--- src/rtl/clock_pkg.sv ---
// Shared definitions for the HH:MM clock controller: FSM state codes,
// BCD digit limits, colon position and per-digit blank masks.
package clock_pkg;

  typedef enum logic [1:0] {
    RUN   = 2'd0,
    SET_H = 2'd1,
    SET_M = 2'd2
  } state_t;

  localparam logic [3:0] MIN_ONES_MAX = 4'd9;
  localparam logic [3:0] MIN_TENS_MAX = 4'd5;
  // Hour limit held in BCD so it compares directly against {h1,h0}
  localparam logic [7:0] HOUR_MAX     = 8'h23;

  localparam logic [3:0] POINTS_COLON = 4'b0100;
  localparam logic [3:0] LES_HOURS    = 4'b1100;
  localparam logic [3:0] LES_MINS     = 4'b0011;

endpackage

--- src/rtl/clock_set_ctrl_btn_pulse.sv ---
// Button conditioner: 2-flop synchroniser followed by a registered
// rising-edge detect, giving one press pulse 3 clocks after the level rises.
module btn_pulse (
  input  logic clk,
  input  logic RST,
  input  logic btn,
  output logic pulse
);

  logic sync_p0, sync_p1, prev_p2;

  always_ff @(posedge clk or posedge RST) begin
    if (RST) begin
      sync_p0 <= 1'b0;
      sync_p1 <= 1'b0;
      prev_p2 <= 1'b0;
      pulse   <= 1'b0;
    end else begin
      sync_p0 <= btn;
      sync_p1 <= sync_p0;
      prev_p2 <= sync_p1;
      pulse   <= sync_p1 & ~prev_p2;
    end
  end

endmodule

--- src/rtl/clock_set_ctrl.sv ---
// HH:MM time-keeping and time-setting controller: BCD minute advance on the
// timebase, mode FSM for setting hours/minutes, and blinking digit blanks.
module clock_set_ctrl
  import clock_pkg::*;
#(
  parameter int TICKS_PER_STEP = 1,
  parameter int BLINK_TICKS    = 3
) (
  input  logic        clk,
  input  logic        RST,
  input  logic        tick,
  input  logic        btn_mode,
  input  logic        btn_inc,
  output logic [15:0] HEXS,
  output logic [3:0]  points,
  output logic [3:0]  LES,
  output logic [1:0]  mode
);

  localparam logic [15:0] STEP_LAST  = 16'(TICKS_PER_STEP - 1);
  localparam logic [7:0]  BLINK_LAST = 8'(BLINK_TICKS - 1);

  state_t      state, state_nx;
  logic        mode_p, inc_p, state_chg;
  logic [15:0] step_cnt, step_cnt_nx;
  logic [7:0]  blink_cnt, blink_cnt_nx;
  logic        blink_ph, blink_ph_nx;
  logic [15:0] hexs_nx;
  logic [3:0]  les_nx;
  logic [8:0]  min_sum;

  // Returns {wrapped_from_59, next_minutes}
  function automatic logic [8:0] min_inc(input logic [7:0] mm);
    if (mm[3:0] == MIN_ONES_MAX) begin
      if (mm[7:4] == MIN_TENS_MAX) return {1'b1, 8'h00};
      return {1'b0, mm[7:4] + 4'd1, 4'd0};
    end
    return {1'b0, mm[7:4], mm[3:0] + 4'd1};
  endfunction

  function automatic logic [7:0] hour_inc(input logic [7:0] hh);
    if (hh == HOUR_MAX) return 8'h00;
    if (hh[3:0] == 4'd9) return {hh[7:4] + 4'd1, 4'd0};
    return {hh[7:4], hh[3:0] + 4'd1};
  endfunction

  btn_pulse u_mode_btn (.clk(clk), .RST(RST), .btn(btn_mode), .pulse(mode_p));
  btn_pulse u_inc_btn  (.clk(clk), .RST(RST), .btn(btn_inc),  .pulse(inc_p));

  always_ff @(posedge clk or posedge RST) begin
    if (RST) state <= RUN;
    else     state <= state_nx;
  end

  always_comb begin
    state_nx = state;
    case (state)
      RUN:     if (mode_p) state_nx = SET_H;
      SET_H:   if (mode_p) state_nx = SET_M;
      SET_M:   if (mode_p) state_nx = RUN;
      default: state_nx = RUN;
    endcase
  end

  assign state_chg = (state_nx != state);

  always_comb begin
    min_sum      = min_inc(HEXS[7:0]);
    hexs_nx      = HEXS;
    step_cnt_nx  = 16'd0;
    blink_cnt_nx = blink_cnt;
    blink_ph_nx  = blink_ph;
    les_nx       = 4'b0000;
    case (state)
      RUN: begin
        step_cnt_nx = step_cnt;
        if (tick) begin
          if (step_cnt == STEP_LAST) begin
            step_cnt_nx = 16'd0;
            hexs_nx = {min_sum[8] ? hour_inc(HEXS[15:8]) : HEXS[15:8], min_sum[7:0]};
          end else begin
            step_cnt_nx = step_cnt + 16'd1;
          end
        end
      end
      // A mode press in the same cycle swallows the inc press
      SET_H: if (inc_p && !mode_p) hexs_nx[15:8] = hour_inc(HEXS[15:8]);
      SET_M: if (inc_p && !mode_p) hexs_nx[7:0]  = min_sum[7:0];
      default: ;
    endcase
    if (state_chg) step_cnt_nx = 16'd0;

    // Blink restarts visible on every state change and is idle in RUN
    if (state_chg || state_nx == RUN) begin
      blink_cnt_nx = 8'd0;
      blink_ph_nx  = 1'b0;
    end else if (tick) begin
      if (blink_cnt == BLINK_LAST) begin
        blink_cnt_nx = 8'd0;
        blink_ph_nx  = ~blink_ph;
      end else begin
        blink_cnt_nx = blink_cnt + 8'd1;
      end
    end
    if (blink_ph_nx) begin
      if (state_nx == SET_H)      les_nx = LES_HOURS;
      else if (state_nx == SET_M) les_nx = LES_MINS;
    end
  end

  always_ff @(posedge clk or posedge RST) begin
    if (RST) begin
      HEXS      <= 16'h0000;
      step_cnt  <= 16'd0;
      blink_cnt <= 8'd0;
      blink_ph  <= 1'b0;
      LES       <= 4'b0000;
    end else begin
      HEXS      <= hexs_nx;
      step_cnt  <= step_cnt_nx;
      blink_cnt <= blink_cnt_nx;
      blink_ph  <= blink_ph_nx;
      LES       <= les_nx;
    end
  end

  assign mode   = state;
  assign points = POINTS_COLON;

endmodule
--- config.mk ---
export PLATFORM = sky130hd
export DESIGN_NAME = clock_set_ctrl
export DESIGN_NICKNAME = d
export VERILOG_FILES = /design/src/rtl/clock_pkg.sv /design/src/rtl/clock_set_ctrl_btn_pulse.sv /design/src/rtl/clock_set_ctrl.sv
export SDC_FILE = /design/constraint.sdc
export NUM_CORES = 1
export LEC_CHECK = 0
export ABC_AREA = 1
export BUFFER_PORTS_ARGS = -buffer_cell sky130_fd_sc_hd__buf_4
export CELL_PAD_IN_SITES_DETAIL_PLACEMENT = 1
export CELL_PAD_IN_SITES_GLOBAL_PLACEMENT = 1
export CORE_MARGIN = 2
export CORE_UTILIZATION = 43
export CTS_CLUSTER_SIZE = 40
export DETAILED_ROUTE_END_ITERATION = 10
export GPL_TIMING_DRIVEN = 0
export PLACE_DENSITY_LB_ADDON = 0.08
export RECOVER_POWER = 100
export SLEW_MARGIN = 20
export SYNTH_ARGS = -nofsm -noshare
export SYNTH_HDL_FRONTEND = slang
export SYNTH_SLANG_ARGS = --single-unit
--- constraint.sdc ---
create_clock -name clk -period 1.5 [get_ports clk]
set_input_delay 0.075 -clock clk [delete_from_list [all_inputs] [get_ports clk]]
set_output_delay 0.075 -clock clk [all_outputs]
set_load 0.1 [all_outputs]
* Yosys cells after proc, flatten, opt, wreduce, memory -nomap -nowiden *
Cells that the tools add are included.

word-level totals
  flip-flop bits (word level) = 55
  output and inout port bits = 26

cells by class
  add/sub/neg operators = 6
  eq/ne operators = 18
  mux-type cells = 51
  bitwise operators = 5
  reductions and logical operators = 12

operators by type and width
  kind                                                                   number
  16-bit 2-to-1 mux                                                      6
  8-bit 2-to-1 mux                                                       12
  9-bit 2-to-1 mux                                                       4
  8-bit case mux with 2 select lines                                     2
  1-bit 2-to-1 mux                                                       20
  16-bit by 1-bit adder with 16-bit output, second input constant        1
  4-bit by 1-bit adder with 4-bit output, second input constant          4
  16-bit logical NOT                                                     1
  2-bit != test, second input constant                                   5
  3-bit != test, second input constant                                   3
  8-bit by 1-bit adder with 8-bit output, second input constant          1
  4-bit equality test, second input constant                             2
  8-bit by 2-bit equality test with 1-bit output, second input constant  1
  8-bit by 6-bit equality test with 1-bit output, second input constant  1
  2-bit 2-to-1 mux                                                       4
  4-bit 2-to-1 mux                                                       2
  7-bit AND reduction                                                    1
  2-bit case mux with 3 select lines                                     1
  2-bit nonzero test                                                     3
  5-bit AND reduction                                                    1
  2-bit by 1-bit equality test with 1-bit output, second input constant  2
  2-bit equality test, second input constant                             2
  4-bit by 3-bit equality test with 1-bit output, second input constant  1
  2-bit logical NOT                                                      2
  other kinds (7)                                                        10

* Longest topological paths before layout *
  depth in word-level cells = 15
  depth in mapped cells = 9
  gate-level depth less buffers = 9

* Cells and area by module *
From an unflattened synthesis, not the netlist that was laid out.

unflattened totals
  cells, all modules = 370
  area total of the unflattened synthesis = 2895.3 um2

modules (own cells, without submodules)
  module          times used  cells each  area each (um2)  seq. area each (um2)
  clock_set_ctrl  1           356         2667.6           1126.1
  btn_pulse       2           7           113.9            100.1

* Least setup slack after synthesis *
No wires, ideal clock.

  path kind = register to register
  from = reg HEXS[8]
  to = reg HEXS[14]
  setup time = 0.123 ns
  arrival = 1.997 ns
  path slack = -0.620 ns
  stages on the path, launching flop included = 9
  path buffers = 0
  period minus slack after synthesis = 2.120 ns
  path through = dfrtp_1 ha_1 nand2_1 nor2_1 inv_1 nand2_1 nand4_2 nand2_1 nand2_1

between the ends
  longest elaborated chain between the ends = 10

ends and longest elaborated chain
  item                                            line                   RTL
  start: declaration                              clock_set_ctrl.sv:14   output logic [15:0] HEXS,
  start signal: assignment                        clock_set_ctrl.sv:119  HEXS <= hexs_nx;
  8-bit by 6-bit equality test with 1-bit output  clock_set_ctrl.sv:42   if (hh == HOUR_MAX) return 8'h00;
  1-bit 2-to-1 mux                                clock_set_ctrl.sv:42
  1-bit 2-to-1 mux                                clock_set_ctrl.sv:78   if (step_cnt == STEP_LAST) begin
  1-bit 2-to-1 mux                                clock_set_ctrl.sv:77   if (tick) begin
  1-bit 2-to-1 mux                                clock_set_ctrl.sv:74   case (state)
  8-bit 2-to-1 mux                                clock_set_ctrl.sv:43   if (hh[3:0] == 4'd9) return {hh[7:4] + 4'd1, 4'd0};
  8-bit 2-to-1 mux                                clock_set_ctrl.sv:80   hexs_nx = {min_sum[8] ? hour_inc(HEXS[15:8]) : HEXS[15:8], min_sum[7:0]};
  16-bit 2-to-1 mux                               clock_set_ctrl.sv:78
  16-bit 2-to-1 mux                               clock_set_ctrl.sv:77
  8-bit case mux with 2 select lines              clock_set_ctrl.sv:74

Parallel ways exist; a longest one is shown, timed or not. The select of a mux whose other input is x is not followed.
A chain may end at the register's enable or synchronous reset.

* Worst setup path after layout *
  from = reg step_cnt[0]
  to = reg HEXS[0]

between the ends
  longest elaborated chain between the ends = 3

ends and longest elaborated chain
  item                                  line                   RTL
  start: declaration                    clock_set_ctrl.sv:25   logic [15:0] step_cnt, step_cnt_nx;
  start signal: assignment              clock_set_ctrl.sv:120  step_cnt <= step_cnt_nx;
  16-bit logical NOT                    clock_set_ctrl.sv:78
  2-bit != test (no source line)        -
  4-bit AND reduction (no source line)  -

Every way passes these cells.

==> impl_results.html <==
<table>
<tr><th>Metric</th><th>Value</th></tr>
<tr><th colspan="2">Finish</th></tr>
<tr><td>Commonest cells after routing, fill and taps aside</td><td>sky130_fd_sc_hd__nand2_1 (77), sky130_fd_sc_hd__buf_4 (40), sky130_fd_sc_hd__inv_1 (37)</td></tr>
<tr><td>Register cell area after layout</td><td>1355 um2</td></tr>
<tr><td>Ratio of cells with drive above 1 in the final layout</td><td>34.65%</td></tr>
<tr><td>Commonest non-fill, non-tap cell in the layout</td><td>sky130_fd_sc_hd__nand2_1</td></tr>
<tr><td>Area taken by multi-input logic gates</td><td>1587 um2</td></tr>
<tr><td>Share of the core filled with cells in the final layout</td><td>56.42%</td></tr>
<tr><td>Count of nets after finishing</td><td>about 440</td></tr>
<tr><td>Antenna Cells</td><td>0</td></tr>
<tr><td>Layout filler cell count</td><td>810</td></tr>
<tr><td>Layout overhead on the synthesized area</td><td>28.39%</td></tr>
<tr><th colspan="2">Pwr</th></tr>
<tr><td>Static leakage power</td><td>1.777 nW</td></tr>
<tr><td>Total power per unit cell area</td><td>roughly 1400 nW/um2</td></tr>
<tr><td>Maximum vdd drop</td><td>1227 uV</td></tr>
<tr><th colspan="2">Critical path</th></tr>
<tr><td>Critical Path Source Type</td><td>register</td></tr>
<tr><td>R2r endpoint</td><td>HEXS[0]</td></tr>
<tr><td>Worst setup path class</td><td>register to register</td></tr>
<tr><td>Setup crit start</td><td>step_cnt[0]</td></tr>
<tr><td>Worst reg-to-reg path cell count</td><td>9</td></tr>
<tr><td>R2R Path Start</td><td>step_cnt[0]</td></tr>
<tr><td>Crit path required time</td><td>1.71 ns</td></tr>
<tr><td>Signal arrival time at the worst endpoint</td><td>~1.7 ns</td></tr>
<tr><td>Worst setup path end</td><td>HEXS[0]</td></tr>
<tr><td>Setup crit end kind</td><td>register</td></tr>
<tr><td>FF-to-FF setup slack</td><td>-0.02 ns</td></tr>
<tr><td>Maximum net fanout on the critical path</td><td>7</td></tr>
<tr><th colspan="2">STA</th></tr>
<tr><td>F_max</td><td>655.9 MHz</td></tr>
<tr><td>Setup slack after layout</td><td>-0.02456 ns</td></tr>
<tr><td>Share of the clock period used by the worst path</td><td>101.6%</td></tr>
<tr><td>Post-layout minimum cycle time</td><td>1.525 ns</td></tr>
<tr><td>Relative slew margins</td><td>37.27%</td></tr>
<tr><td>Number of endpoints with negative hold slack in the final report</td><td>0</td></tr>
<tr><td>Tightest Pin Transition</td><td>about 0.94 ns</td></tr>
<tr><td>Number of failing setup endpoints in the final timing report</td><td>1</td></tr>
<tr><td>Number of slew-limit violations in the final report</td><td>0</td></tr>
<tr><td>Setup_tns</td><td>-0.02456 ns</td></tr>
<tr><td>Post-Route Skew</td><td>around 0.0095 ns</td></tr>
<tr><td>Setup repair after global routing missed its margin</td><td>true</td></tr>
<tr><th colspan="2">Routing</th></tr>
<tr><td>Antenna viol nets, final</td><td>0</td></tr>
<tr><td>Number of search-and-repair iterations in the first detailed-routing pass</td><td>4</td></tr>
<tr><td>Vias per Instance</td><td>5.186</td></tr>
<tr><td>Routed wire length per instance</td><td>14.57 um</td></tr>
<tr><td>Post-Route WL</td><td>7431 um</td></tr>
<tr><td>Number of DRC markers after the initial detailed-route iteration</td><td>123</td></tr>
<tr><td>Total via count after detailed routing</td><td>approximately 2600</td></tr>
<tr><td>Number of remaining DRC errors</td><td>0</td></tr>
<tr><th colspan="2">Synth</th></tr>
<tr><td>Post-synth design cell area</td><td>2953 um2</td></tr>
<tr><td>Sequential fraction of the synthesis area</td><td>44.92%</td></tr>
<tr><td>Yosys top cell by area</td><td>sky130_fd_sc_hd__dfrtp_1</td></tr>
<tr><td>Instance count of the mapped netlist</td><td>approximately 380</td></tr>
<tr><td>Average cell area after synthesis</td><td>7.874 um2</td></tr>
<tr><td>#FFs+latches synth</td><td>53</td></tr>
<tr><td>Top area cells in the synthesized netlist</td><td>sky130_fd_sc_hd__dfrtp_1 (45%), sky130_fd_sc_hd__nand2_1 (11%), sky130_fd_sc_hd__inv_1 (6.4%)</td></tr>
<tr><td>Unique masters post-synth</td><td>33</td></tr>
<tr><td>Area share of the leading cell type in the synthesized netlist</td><td>44.92%</td></tr>
<tr><td>Warnings from Yosys</td><td>0</td></tr>
<tr><th colspan="2">Worst hold path</th></tr>
<tr><td>Critical hold path startpoint</td><td>tick</td></tr>
<tr><td>Min-delay worst type</td><td>primary input to register</td></tr>
<tr><th colspan="2">Placement</th></tr>
<tr><td>Worst setup slack after placement</td><td>-0.1528 ns</td></tr>
<tr><td>PortBufs</td><td>26</td></tr>
<tr><td>Final estimated routing congestion in global placement</td><td>0.7999</td></tr>
<tr><td>Post-detailed-placement half-perimeter wirelength</td><td>5101 um</td></tr>
<tr><th colspan="2">Status</th></tr>
<tr><td>Status</td><td>finished with violations</td></tr>
<tr><td>Violated checks</td><td>setup timing</td></tr>
<tr><th colspan="2">Global route</th></tr>
<tr><td>Largest net degree at the start of global routing</td><td>between 50 and 60</td></tr>
<tr><td>Global-route usage over all layers</td><td>20.55%</td></tr>
<tr><td>Initial antenna violation count</td><td>0</td></tr>
<tr><td>Wire length of the first global-routing pass</td><td>12330 um</td></tr>
<tr><td>Via count of the first global-routing pass</td><td>2666</td></tr>
<tr><td>Total grt overflow</td><td>0</td></tr>
<tr><th colspan="2">Clocking</th></tr>
<tr><td>Clock latency of the later-clocked register in the worst-skew pair</td><td>0.32 ns</td></tr>
<tr><td>Clock buffer count from CTS</td><td>5</td></tr>
<tr><td>Clock transition at path regs</td><td>about 0.11 ns</td></tr>
<tr><td>Buffer depth of the longest clock path</td><td>2</td></tr>
<tr><td>Clock Sink Count</td><td>53</td></tr>
<tr><td>Htree depth</td><td>2</td></tr>
<tr><td>Root buffer selected by CTS</td><td>sky130_fd_sc_hd__clkbuf_8</td></tr>
<tr><td>CTS tree</td><td>yes</td></tr>
<tr><th colspan="2">Floorplanning</th></tr>
<tr><td>Overall die width</td><td>86.87 um</td></tr>
<tr><td>Initial Utilization</td><td>43.95%</td></tr>
<tr><td>Core outline area</td><td>6719 um2</td></tr>
<tr><td>Std cell rows</td><td>30</td></tr>
<tr><td>I/O pin total</td><td>31</td></tr>
<tr><td>Area of the die</td><td>between 7000 and 8000 um2</td></tr>
<tr><td>Y dimension of the die</td><td>just under 90 um</td></tr>
<tr><th colspan="2">Job</th></tr>
<tr><td>Max-cap violations</td><td>0</td></tr>
</table>
## metrics by stage
step / hold slack (ns) / total power, mW / cells / cell area (um2)
after floorplan: 0.1064 / 3.782 / 377 / 3063
after global placement: 0.1851 / 4.244 / 483 / 3358
after detailed placement: 0.1866 / 4.315 / 483 / 3361
after CTS: 0.04573 / 5.369 / 499 / 3558
after global routing: 0.07645 / 5.793 / 510 / 3791
final: 0.05137 / 5.486 / 510 / 3791
## worst max-delay path: stages (launching register included)
cell and delay, ns:
sky130_fd_sc_hd__dfrtp_1 0.44, sky130_fd_sc_hd__inv_2 0.08, sky130_fd_sc_hd__ha_4 0.13, sky130_fd_sc_hd__nand2_4 0.05, sky130_fd_sc_hd__nor2_4 0.12, sky130_fd_sc_hd__nand2_4 0.09, sky130_fd_sc_hd__nand2_4 0.10, sky130_fd_sc_hd__buf_4 0.12
sky130_fd_sc_hd__nand3_4 0.11, sky130_fd_sc_hd__xor2_1 0.17
## kinds of logic (layout without fill, tap and decap cells)
group           after synthesis  in the layout  share of synthesized area (%)
other cells                   2              4                         0.2543
fa+ha+maj                     8              8                          3.390
buf+inv                      59            112                          8.771
xor+xnor                      9              9                          2.670
compound gates               38             38                          6.992
flops                        53             53                          44.92
simple gates                206            206                          33.01
## where the power goes
part	internal [mW]	switching, mW
registers	1.61	0.229
logic	0.809	1.95
clock network	0.351	0.535
total	2.77	2.72
## routing by layer
metal / GRT usage (%) / part of all wire [%] / vias up
met2: 36.43 / 52 / 33
met1: 25.08 / 43 / 1291
li1: - / - / 1307
met5: 0 / 0 / -
met4: 7.244 / 2.3 / 0
met3: 3.412 / 2.2 / 14
## cell usage after synthesis, drive strengths merged
cell type  instances
conb               2
inv               51
and3               1
buf                8
a31oi              1
nand4             16
ha                 8
o21a               1
nand3             30
nor2              47
dfrtp             53
o22ai              3
xor2               8
nor3b              1
nand3b             1
or2                2
nand2             96
nor3              12
xnor2              1
o21ai             19
a21oi             12
o21bai             2
## state kept, by name, summed over array words and instances (netlist names), 2 cells and up
| name | cells |
|---|---|
| LES | 2 |
| step_cnt | 16 |
| blink_cnt | 8 |
| mode | 2 |
| HEXS | 16 |
## final cells by class
type                    instances  area share (%)
multi-input cells             265           41.85
flip-flops and latches         53           35.74
repair buffers                 45           9.901
inverters                      51           5.281
well taps                      80           2.640
plain buffers                   8           2.013
clock buffers                   5           1.815
clock inverters                 3          0.7591
## timing repair
item,4_1_cts,5_1_grt
setup buffers,5,10
endpoints found under the setup margin,28,40
pin swaps,7,13
hold buffers,3,0
endpoints found under the hold margin,55,0
resized for setup,6,46
cloned,0,1
## worst min-delay path by stage
| stage | to | slack, ns | depth (start not counted) |
|---|---|---|---|
| floorplan | u_inc_btn.sync_p0 | 0.11 | 0 |
| global placement | u_inc_btn.sync_p0 | 0.19 | 1 |
| detailed placement | u_inc_btn.sync_p0 | 0.19 | 1 |
| CTS | blink_cnt[1] | 0.05 | 3 |
| global route | blink_cnt[1] | 0.08 | 3 |
| finish | blink_cnt[1] | 0.05 | 3 |
Power figures use the tool's default switching activity.
